## src/rtl/eic_ahb_ctrl_if.sv

```systemverilog
// eic_ahb_ctrl_if
// AHB-Lite bus bundle between a bus master/interconnect and eic_ahb_ctrl.
//   HSEL, HTRANS, HWRITE, HSIZE, HADDR, HWDATA, HREADY : master -> slave
//   HRDATA, HREADYOUT, HRESP                           : slave  -> master
// HREADY is the system-wide ready, normally produced by the interconnect.
interface eic_ahb_ctrl_if;
   logic        HSEL;
   logic [1:0]  HTRANS;
   logic        HWRITE;
   logic [2:0]  HSIZE;
   logic [31:0] HADDR;
   logic [31:0] HWDATA;
   logic        HREADY;
   logic [31:0] HRDATA;
   logic        HREADYOUT;
   logic        HRESP;

   modport master (
      output HSEL, HTRANS, HWRITE, HSIZE, HADDR, HWDATA, HREADY,
      input  HRDATA, HREADYOUT, HRESP
   );

   modport slave (
      input  HSEL, HTRANS, HWRITE, HSIZE, HADDR, HWDATA, HREADY,
      output HRDATA, HREADYOUT, HRESP
   );
endinterface

```

## src/rtl/eic_ahb_ctrl.sv

```systemverilog
// eic_ahb_ctrl
// AHB-Lite slave holding the configuration of the external interrupt
// controller (eic): channel mask, sense modes, forced set/clear strobes, and
// read-back of pending flags and the current interrupt number.
// Ports:
//   CLK, RESETn    : clock, asynchronous active-low reset
//   bus            : AHB-Lite slave bundle (eic_ahb_ctrl_if.slave)
//   request        : channel flags from eic
//   EIC_Interrupt  : current interrupt number from eic
//   mask           : channel enables to eic (EIMSK gated by EICR.EN)
//   senceMask      : 2-bit sense mode per sense channel
//   requestWR      : one-cycle forced flag write strobe
//   requestIn      : forced flag value (1 = set, 0 = clear)
module eic_ahb_ctrl #(
   parameter int EIC_DIRECT_CHANNELS = 31,
   parameter int EIC_SENSE_CHANNELS  = 32,
   parameter int EIC_TOTAL_CHANNELS  = EIC_DIRECT_CHANNELS + EIC_SENSE_CHANNELS
) (
   input  logic                              CLK,
   input  logic                              RESETn,
   eic_ahb_ctrl_if.slave                     bus,
   input  logic [EIC_TOTAL_CHANNELS-1:0]     request,
   input  logic [7:0]                        EIC_Interrupt,
   output logic [EIC_TOTAL_CHANNELS-1:0]     mask,
   output logic [2*EIC_SENSE_CHANNELS-1:0]   senceMask,
   output logic [EIC_TOTAL_CHANNELS-1:0]     requestWR,
   output logic [EIC_TOTAL_CHANNELS-1:0]     requestIn
);

   localparam int TOTAL = EIC_TOTAL_CHANNELS;
   localparam int SMW   = 2 * EIC_SENSE_CHANNELS;

   // Word index = HADDR[5:2]; _H halves sit at even indices 2..10.
   localparam logic [3:0] REG_EICR     = 4'd0;
   localparam logic [3:0] REG_EIMSK_L  = 4'd1;
   localparam logic [3:0] REG_EIMSK_H  = 4'd2;
   localparam logic [3:0] REG_EIFR_L   = 4'd3;
   localparam logic [3:0] REG_EIFR_H   = 4'd4;
   localparam logic [3:0] REG_EIFRS_L  = 4'd5;
   localparam logic [3:0] REG_EIFRS_H  = 4'd6;
   localparam logic [3:0] REG_EIFRC_L  = 4'd7;
   localparam logic [3:0] REG_EIFRC_H  = 4'd8;
   localparam logic [3:0] REG_EISMSK_L = 4'd9;
   localparam logic [3:0] REG_EISMSK_H = 4'd10;
   localparam logic [3:0] REG_EIIRQ    = 4'd11;

   typedef enum logic [1:0] {ST_IDLE, ST_DATA, ST_ERR1, ST_ERR2} state_t;

   state_t           state_q, state_d;
   logic [3:0]       addr_q;
   logic             write_q;
   logic             en_q, en_d;
   logic [TOTAL-1:0] eimsk_q, eimsk_d;
   logic [SMW-1:0]   eismsk_q, eismsk_d;
   logic [TOTAL-1:0] req_wr_q, req_wr_d;
   logic [TOTAL-1:0] req_in_q, req_in_d;

   logic             accept, addr_err;
   logic             wr_en, rd_en;
   logic             hi_half;
   logic [63:0]      lane_mask, wdata_lane;
   logic [63:0]      eimsk_pad, eismsk_pad, req_pad;
   logic [63:0]      eimsk_new, eismsk_new;
   logic [63:0]      rd64;
   logic             unused_bits;

   // ---------------------------------------------------------------------
   // Address phase
   // ---------------------------------------------------------------------
   assign accept   = bus.HSEL & bus.HTRANS[1] & bus.HREADY;
   assign addr_err = (bus.HADDR[5:2] > REG_EIIRQ) | (bus.HSIZE != 3'b010);

   always_ff @(posedge CLK or negedge RESETn) begin
      if (!RESETn) begin
         addr_q  <= 4'd0;
         write_q <= 1'b0;
      end else if (accept) begin
         addr_q  <= bus.HADDR[5:2];
         write_q <= bus.HWRITE;
      end
   end

   // ---------------------------------------------------------------------
   // Transfer FSM: state register / next state / outputs
   // ---------------------------------------------------------------------
   always_ff @(posedge CLK or negedge RESETn) begin
      if (!RESETn) state_q <= ST_IDLE;
      else         state_q <= state_d;
   end

   always_comb begin
      state_d = ST_IDLE;
      case (state_q)
         ST_ERR1: state_d = ST_ERR2;
         default: if (accept) state_d = addr_err ? ST_ERR1 : ST_DATA;
      endcase
   end

   always_comb begin
      bus.HREADYOUT = 1'b1;
      bus.HRESP     = 1'b0;
      wr_en         = 1'b0;
      rd_en         = 1'b0;
      case (state_q)
         ST_DATA: begin
            wr_en = write_q;
            rd_en = ~write_q;
         end
         ST_ERR1: begin
            bus.HREADYOUT = 1'b0;
            bus.HRESP     = 1'b1;
         end
         ST_ERR2: bus.HRESP = 1'b1;
         default: ;
      endcase
   end

   // ---------------------------------------------------------------------
   // 64-bit views of the logical registers; bits beyond the channel count
   // are tied to zero so they read 0 and can never be written.
   // ---------------------------------------------------------------------
   for (genvar gi = 0; gi < 64; gi++) begin : g_pad
      if (gi < TOTAL) begin : g_ch
         assign eimsk_pad[gi] = eimsk_q[gi];
         assign req_pad[gi]   = request[gi];
      end else begin : g_no_ch
         assign eimsk_pad[gi] = 1'b0;
         assign req_pad[gi]   = 1'b0;
      end
      if (gi < SMW) begin : g_sm
         assign eismsk_pad[gi] = eismsk_q[gi];
      end else begin : g_no_sm
         assign eismsk_pad[gi] = 1'b0;
      end
   end

   assign hi_half    = ~addr_q[0] & (addr_q != REG_EICR);
   assign lane_mask  = hi_half ? {32'hFFFF_FFFF, 32'h0} : {32'h0, 32'hFFFF_FFFF};
   assign wdata_lane = {bus.HWDATA, bus.HWDATA} & lane_mask;
   assign eimsk_new  = (eimsk_pad  & ~lane_mask) | wdata_lane;
   assign eismsk_new = (eismsk_pad & ~lane_mask) | wdata_lane;

   // ---------------------------------------------------------------------
   // Register write path (HWDATA sampled at the end of the data phase)
   // ---------------------------------------------------------------------
   always_comb begin
      en_d     = en_q;
      eimsk_d  = eimsk_q;
      eismsk_d = eismsk_q;
      req_wr_d = '0;
      req_in_d = '0;
      if (wr_en) begin
         case (addr_q)
            REG_EICR:                   en_d     = bus.HWDATA[0];
            REG_EIMSK_L, REG_EIMSK_H:   eimsk_d  = eimsk_new[TOTAL-1:0];
            REG_EISMSK_L, REG_EISMSK_H: eismsk_d = eismsk_new[SMW-1:0];
            REG_EIFRS_L, REG_EIFRS_H: begin
               req_wr_d = wdata_lane[TOTAL-1:0];
               req_in_d = wdata_lane[TOTAL-1:0];
            end
            REG_EIFRC_L, REG_EIFRC_H:   req_wr_d = wdata_lane[TOTAL-1:0];
            default: ;
         endcase
      end
   end

   always_ff @(posedge CLK or negedge RESETn) begin
      if (!RESETn) begin
         en_q     <= 1'b0;
         eimsk_q  <= '0;
         eismsk_q <= '0;
         req_wr_q <= '0;
         req_in_q <= '0;
      end else begin
         en_q     <= en_d;
         eimsk_q  <= eimsk_d;
         eismsk_q <= eismsk_d;
         req_wr_q <= req_wr_d;
         req_in_q <= req_in_d;
      end
   end

   // ---------------------------------------------------------------------
   // Read path: combinational from the latched address, zero otherwise
   // ---------------------------------------------------------------------
   always_comb begin
      rd64 = '0;
      case (addr_q)
         REG_EICR:                   rd64 = {63'b0, en_q};
         REG_EIMSK_L, REG_EIMSK_H:   rd64 = eimsk_pad;
         REG_EIFR_L, REG_EIFR_H:     rd64 = req_pad;
         REG_EISMSK_L, REG_EISMSK_H: rd64 = eismsk_pad;
         REG_EIIRQ:                  rd64 = {56'b0, EIC_Interrupt};
         default: ;
      endcase
   end

   assign bus.HRDATA = rd_en ? (hi_half ? rd64[63:32] : rd64[31:0]) : 32'h0;

   // ---------------------------------------------------------------------
   // Outputs to eic
   // ---------------------------------------------------------------------
   assign mask      = en_q ? eimsk_q : '0;
   assign senceMask = eismsk_q;
   assign requestWR = req_wr_q;
   assign requestIn = req_in_q;

   // Address bits and lane bits that the decode never looks at.
   assign unused_bits = ^{bus.HADDR[31:6], bus.HADDR[1:0], bus.HTRANS[0],
                          wdata_lane, eimsk_new, eismsk_new};

endmodule

```

## src/flat_wrapper.sv

```systemverilog
// flat-port wrapper written by rule: the top's interface ports become plain ports
module eic_ahb_ctrl_flat 
#(
   parameter int EIC_DIRECT_CHANNELS = 31,
   parameter int EIC_SENSE_CHANNELS  = 32,
   parameter int EIC_TOTAL_CHANNELS  = EIC_DIRECT_CHANNELS + EIC_SENSE_CHANNELS
)
  (CLK, RESETn, request, EIC_Interrupt, mask, senceMask, requestWR, requestIn, bus_HSEL, bus_HTRANS, bus_HWRITE, bus_HSIZE, bus_HADDR, bus_HWDATA, bus_HREADY, bus_HRDATA, bus_HREADYOUT, bus_HRESP);
  eic_ahb_ctrl_if bus_i ();
  input  logic CLK;
  input  logic RESETn;
  input  logic [EIC_TOTAL_CHANNELS-1:0] request;
  input  logic [7:0] EIC_Interrupt;
  output logic [EIC_TOTAL_CHANNELS-1:0] mask;
  output logic [2*EIC_SENSE_CHANNELS-1:0] senceMask;
  output logic [EIC_TOTAL_CHANNELS-1:0] requestWR;
  output logic [EIC_TOTAL_CHANNELS-1:0] requestIn;
  input wire logic [$bits(bus_i.HSEL)-1:0] bus_HSEL;
  input wire logic [$bits(bus_i.HTRANS)-1:0] bus_HTRANS;
  input wire logic [$bits(bus_i.HWRITE)-1:0] bus_HWRITE;
  input wire logic [$bits(bus_i.HSIZE)-1:0] bus_HSIZE;
  input wire logic [$bits(bus_i.HADDR)-1:0] bus_HADDR;
  input wire logic [$bits(bus_i.HWDATA)-1:0] bus_HWDATA;
  input wire logic [$bits(bus_i.HREADY)-1:0] bus_HREADY;
  output wire logic [$bits(bus_i.HRDATA)-1:0] bus_HRDATA;
  output wire logic [$bits(bus_i.HREADYOUT)-1:0] bus_HREADYOUT;
  output wire logic [$bits(bus_i.HRESP)-1:0] bus_HRESP;
  assign bus_i.HSEL = bus_HSEL;
  assign bus_i.HTRANS = bus_HTRANS;
  assign bus_i.HWRITE = bus_HWRITE;
  assign bus_i.HSIZE = bus_HSIZE;
  assign bus_i.HADDR = bus_HADDR;
  assign bus_i.HWDATA = bus_HWDATA;
  assign bus_i.HREADY = bus_HREADY;
  assign bus_HRDATA = bus_i.HRDATA;
  assign bus_HREADYOUT = bus_i.HREADYOUT;
  assign bus_HRESP = bus_i.HRESP;
  eic_ahb_ctrl #(.EIC_DIRECT_CHANNELS(EIC_DIRECT_CHANNELS), .EIC_SENSE_CHANNELS(EIC_SENSE_CHANNELS), .EIC_TOTAL_CHANNELS(EIC_TOTAL_CHANNELS)) u_core (.CLK(CLK), .RESETn(RESETn), .bus(bus_i), .request(request), .EIC_Interrupt(EIC_Interrupt), .mask(mask), .senceMask(senceMask), .requestWR(requestWR), .requestIn(requestIn));
endmodule
```

## config.mk

```make
export PLATFORM = sky130hd
export DESIGN_NAME = eic_ahb_ctrl_flat
export DESIGN_NICKNAME = d
export VERILOG_FILES = /design/src/rtl/eic_ahb_ctrl_if.sv /design/src/rtl/eic_ahb_ctrl.sv /design/src/flat_wrapper.sv
export SDC_FILE = /design/constraint.sdc
export NUM_CORES = 1
export LEC_CHECK = 0
export BUFFER_PORTS_ARGS = -buffer_cell sky130_fd_sc_hd__buf_2
export CORE_UTILIZATION = 40
export CTS_BUF_LIST = sky130_fd_sc_hd__clkbuf_16
export CTS_CLUSTER_SIZE = 16
export DETAILED_ROUTE_END_ITERATION = 12
export HOLD_SLACK_MARGIN = 0.1
export PLACE_DENSITY = 0.7
export SLEW_MARGIN = 0
export SYNTH_ARGS = -nofsm -noshare
export SYNTH_HDL_FRONTEND = slang
export SYNTH_SLANG_ARGS = --single-unit
```

## constraint.sdc

```tcl
create_clock -name CLK -period 1.7 [get_ports CLK]
set_input_delay 0.085 -clock CLK [delete_from_list [all_inputs] [get_ports CLK]]
set_output_delay 0.085 -clock CLK [all_outputs]
set_load 0.03 [all_outputs]
```

## Yosys cells after proc, flatten, opt, wreduce, memory -nomap -nowiden

Cells that the tools add are included.

- Multiply operators: 0
- Reduce and logical (&&, ||, !) cells: 11
- Add/subtract/negate cells: 0
- Mux-type cells: 16
- Divide/modulo/power cells: 0
- $lt $le $gt $ge: 1
- Shift-type cells: 0
- Bitwise operators: 12
- Equality and inequality tests: 15

Operator list:

| cell | number |
|---|---|
| $pmux 64 s5 | 1 |
| $mux 63 | 5 |
| $and 64x64->64 | 2 |
| $mux 32 | 2 |
| $mux 64 | 1 |
| $not 64->64 | 1 |
| $or 64x64->64 | 1 |
| $and 63x63->63 | 1 |
| $or 63x63->63 | 1 |
| $eq 4x3->1 const B | 4 |
| $eq 4x4->1 const B | 4 |
| $reduce_or 2->1 | 5 |
| $eq 4x2->1 const B | 2 |
| $mux 2 | 3 |
| $reduce_and 2->1 | 3 |
| $eq 2x2->1 const B | 2 |
| $eq 4x1->1 const B | 1 |
| $gt 4x4->1 const B | 1 |
| $logic_not 4->1 | 1 |
| $mux 1 | 4 |
| $reduce_bool 4->1 | 1 |
| $reduce_or 4->1 | 1 |
| $and 1x1->1 | 3 |
| $ne 3x2->1 const B | 1 |
| 3 further kinds | 4 |

- Bits in latches: 0
- Bits in read-only memories: 0
- RAM bits: 0
- Bits in registers: 261
- Input bits: 145
- Logic and storage cells: 63
- Memories: 0
- Output and inout bits: 287

## Longest topological paths before layout

- Word-level depth: 6
- Depth in mapped cells: 7
- Mapped depth without buffers: 4

## Worst setup path after synthesis

OpenSTA, ideal clock, no wires.

- Path kind: register to output
- From: register u_core.addr_q[0]
- To: output port bus_HRDATA[30]
- Arrival time: 2136 ps
- Slack: -521 ps
- Cell stages (with the launch flop): 7
- Buffers on the path: 2
- Path through: dfrtp_1 buf_2 or3b_1 a21oi_2 buf_4 a221oi_1 a311oi_1

- Longest elaborated chain between the ends: 5
- Elaborated cells between the ends (all ways): 17

Ends and longest elaborated chain:

| item | line | RTL |
|---|---|---|
| start: declaration | eic_ahb_ctrl.sv:50 | `logic [3:0] addr_q;` |
| start signal: assignment | eic_ahb_ctrl.sv:78 | `addr_q <= bus.HADDR[5:2];` |
| $eq 4x4->1, or another cell as far along | eic_ahb_ctrl.sv:188 | `case (addr_q)` |
| $reduce_or 2->1 | eic_ahb_ctrl.sv:188 |  |
| $pmux 64 s5 | eic_ahb_ctrl.sv:188 |  |
| $mux 32 * (2 in a row) | eic_ahb_ctrl.sv:198 | `assign bus.HRDATA = rd_en ? (hi_half ? rd64[63:32] : rd64[31:0]) : 32'h0;` |
| end: declaration | flat_wrapper.sv:25 | `output wire logic [$bits(bus_i.HRDATA)-1:0] bus_HRDATA;` |

Mark *: on every way between the ends. The rest lies on a longest branch, timed or not.

## Final worst setup path

- From: register u_core.addr_q[0]
- To: output port bus_HRDATA[15]

Same word-level chain as after synthesis.

==> results.md <==
* Layout cells sized above 1 at 57.52%
* Final Critical Period at roughly 2.5 ns
* Layout area overhead at 61.13%
* Critical path class: flop to output pin
* CORE AREA at 28010 µm²
* Diode count at 0
* Slew Limit Headroom at between 60 and 70%
* Final net count at about 1600
* Crit share post-route at 149.2%
* Pwr Total at between 0.02 and 0.03 W
* Via count at roughly 10000
* Largest net degree at the start of global routing at between 60 and 70
* Die W at 171.4 µm
* Crit-path max FO at 7
* Startpoint Class: flop
* RSZ-0062 raised after global routing: yes
* Die area at about 29000 µm²
* Hold/Removal Path Class: input pin to asynchronous set/reset pin
* TritonCTS Buffers at 27
* Fmax at 394.3 MHz
* Peak supply drop at 0.8657 mV
* Global-route wire length before repair at between 60000 and 70000 µm
* Longest Clk Path Bufs at 3
* Worst-path clk slew at approximately 0.06 ns
* Async S/R FF share, synth at 100.0%
* Top_reg_cell synth: dfrtp_1
* P_sw at between 0.01 and 0.015 W
* CP endpoint kind: output pin
* Die Y-Extent at 171.4 µm
* Routed len/inst at around 26 µm
* GRT Residual Overflow at 0
* Skew final at about 0.011 ns
* Violated checks: negative setup slack
* DRC at 0
* Post-DP HPWL at ~30000 µm
* Hold_ws at just over 0.1 ns
* DRT Wirelength at around 49000 µm
* Fin. Hold Viols at 0
* Root Driver: clkbuf_16
* Post-synth EDFFs at 0
* CTS tree: built
* Synthesized flop and latch total at ~260
* Clock Sinks at ~260
* PwrDens at about 1400 nW/µm²
* DRT antenna net count at 0
* Initial Utilization at 40.99%
* Final slew viol count at 0
* Worst Max-Slew Pin Slew at 0.5508 ns
* Vias in the first global route at roughly 11000
* Status: finished with violations
* Clock power frac at between 20% and 30%
* Final worst slack at -0.8363 ns
* Post-synth net total at about 1100
* Worst skew pair latency at 0.53 ns
* Synthesized area at 11480 µm²
* IO Count at roughly 430
* Switching part of the total at 38.35%
* Cell Int Power at between 0.015 and 0.02 W
* Req. time, crit path at between 1.5 and 2 ns
* Maxcap violations at 0
* Yosys Warn Count at 0
* Post-synthesis sequential area ratio at a little under three fifths
* PortBufs at about 400
* P_leak at 9.433 nW
* WP data arrival at 2.45 ns
* GRT Overall Usage at a little under a third
* Reg power frac at between 30% and 40%
* Max H-tree Level at 1
* Gate Count Post-Synth at about 940
* # rows at 61
* Vias per inst at 5.501
* Gate power share at between 40% and 50%
* GP Congestion at approximately 0.87
* Number of distinct library cells after synthesis at 42
* Drt first pass iters at 5
* Syn_area_per_cell at 12.23 µm²
* Initial antenna violation count at 4
* Final Setup Violations at 233
* DRT iter0 DRCs at 941
final cells by class:
class / instances / area, µm²
Sequential cell: 261 / 6538
Inverter: 2 / 7.507
Clock buffer: 27 / 675.6
Tap cell: 378 / 473.0
Timing Repair Buffer: 608 / 4925
Fill cell: 2065 / 9512
Clock inverter: 21 / 310.3
Multi-Input combinational cell: 597 / 5570
per-layer routing:
layer | vias to the layer above | global-route usage (%) | share of wire (%)
met5 | - | 0 | 0.092
met4 | 6 | 14.79 | 4.9
met3 | 135 | 5.821 | 7.4
met2 | 549 | 51.87 | 48
met1 | 5268 | 38.52 | 39
li1 | 4460 | - | -
kinds of logic (layout without fill, tap and decap cells):
| logic type | count (synthesis) | in the layout | share of synthesized area (%) |
|---|---|---|---|
| AND/OR/NAND/NOR | 313 | 313 | 16.72 |
| AO/OA/AOI/OAI | 147 | 147 | 9.917 |
| XOR/XNOR | 1 | 1 | 0.07630 |
| multiplexers | 136 | 136 | 13.33 |
| flip-flops | 261 | 261 | 56.89 |
| buffers and inverters | 81 | 658 | 3.073 |
critical path, cell delays in order, from the launching register on:
cell	delay [ns]
dfrtp_2	0.48
or3b_4	0.42
a21oi_4	0.20
buf_12	0.16
clkbuf_16	0.15
buf_12	0.11
a221oi_4	0.07
nor3_4	0.16
buf_6	0.16
power groups by stage:
stage,clock network [W],registers [W],logic (W)
after global routing,0.00694,0.00923,0.0112
after CTS,0.00668,0.00899,0.00970
final,0.00663,0.00907,0.0107
after detailed placement,0,0.00907,0.00881
after floorplan,0,0.00996,0.00435
after global placement,0,0.00900,0.00870
cell usage after synthesis, types with 2 or more instances:
cell	n	area share (%)
a221oi_1	24	1.8
o21ai_0	20	0.87
a211oi_1	7	0.46
o21bai_1	7	0.46
nor3b_1	3	0.20
buf_4	3	0.20
nor2b_1	24	1.3
nor3_2	2	0.17
a222oi_1	7	0.61
nand3b_1	2	0.13
mux2_2	121	12
a311oi_1	2	0.15
nand3_1	12	0.52
dfrtp_1	261	57
nor3_1	27	1.2
inv_1	2	0.065
nor2_1	9	0.29
nand2b_1	26	1.4
clkbuf_1	46	1.5
mux2_1	14	1.4
buf_2	30	1.3
a31oi_1	7	0.38
a22o_1	24	1.8
and3_1	32	1.7
nand2_1	10	0.33
a221o_1	22	1.9
and2_1	158	8.6
a21oi_1	23	1.0
layout by cell type, fill, tap and decap left out, drive strengths merged, types with 4 or more instances in the layout:
cell type	instances
o21bai	7
and3	32
a21oi	24
clkinv	8
a22o	24
nor3b	4
nor2b	24
nand2b	26
and2	158
nor2	10
nand2	10
o21ai	20
a222oi	7
a221o	22
clkbuf	37
nand3	13
inv	4
a221oi	25
buf	554
bufinv	8
mux2	135
a211oi	7
nor3	29
dfrtp	261
dlygate4sd3	44
a31oi	7
worst paths after layout:
kind,from,end,slack [ns],cells after the start
setup / recovery,u_core.addr_q[0],bus_HRDATA[15],-0.84,8
max in group asynchronous,RESETn,u_core.requestIn[41],0.94,3
min in group CLK,bus_HSEL,u_core.write_q,0.12,3
hold / removal,RESETn,asynchronous set/reset pin,0.10,2
setup reg to reg,u_core.addr_q[0],flop,-0.39,8
hold reg to reg,flop,flop,0.52,1
timing repair:
| item | 4_1_cts | 5_1_grt |
|---|---|---|
| hold buffers | 44 | 0 |
| gates cloned | 12 | 14 |
| pin swaps | 16 | 54 |
| setup buffers | 28 | 22 |
| gates resized for setup | 151 | 143 |
| hold endpoints to repair | 522 | 0 |
| setup endpoints to repair | 253 | 252 |
stage by stage:
stage               setup TNS [ns]  setup WS, ns  instances  util [%]  area [µm²]
floorplan                  -0.8405      -0.06580        939         -       12000
global placement            -23.06       -0.2851       1743     54.10       15150
detailed placement          -25.93       -0.3528       1743     54.10       15150
CTS                         -39.51       -0.8118       1875     63.01       17650
global route                -71.37       -0.8887       1894     66.04       18500
finish                      -61.51       -0.8363       1894     66.04       18500
No activity file was read; power rests on OpenSTA's default activity.
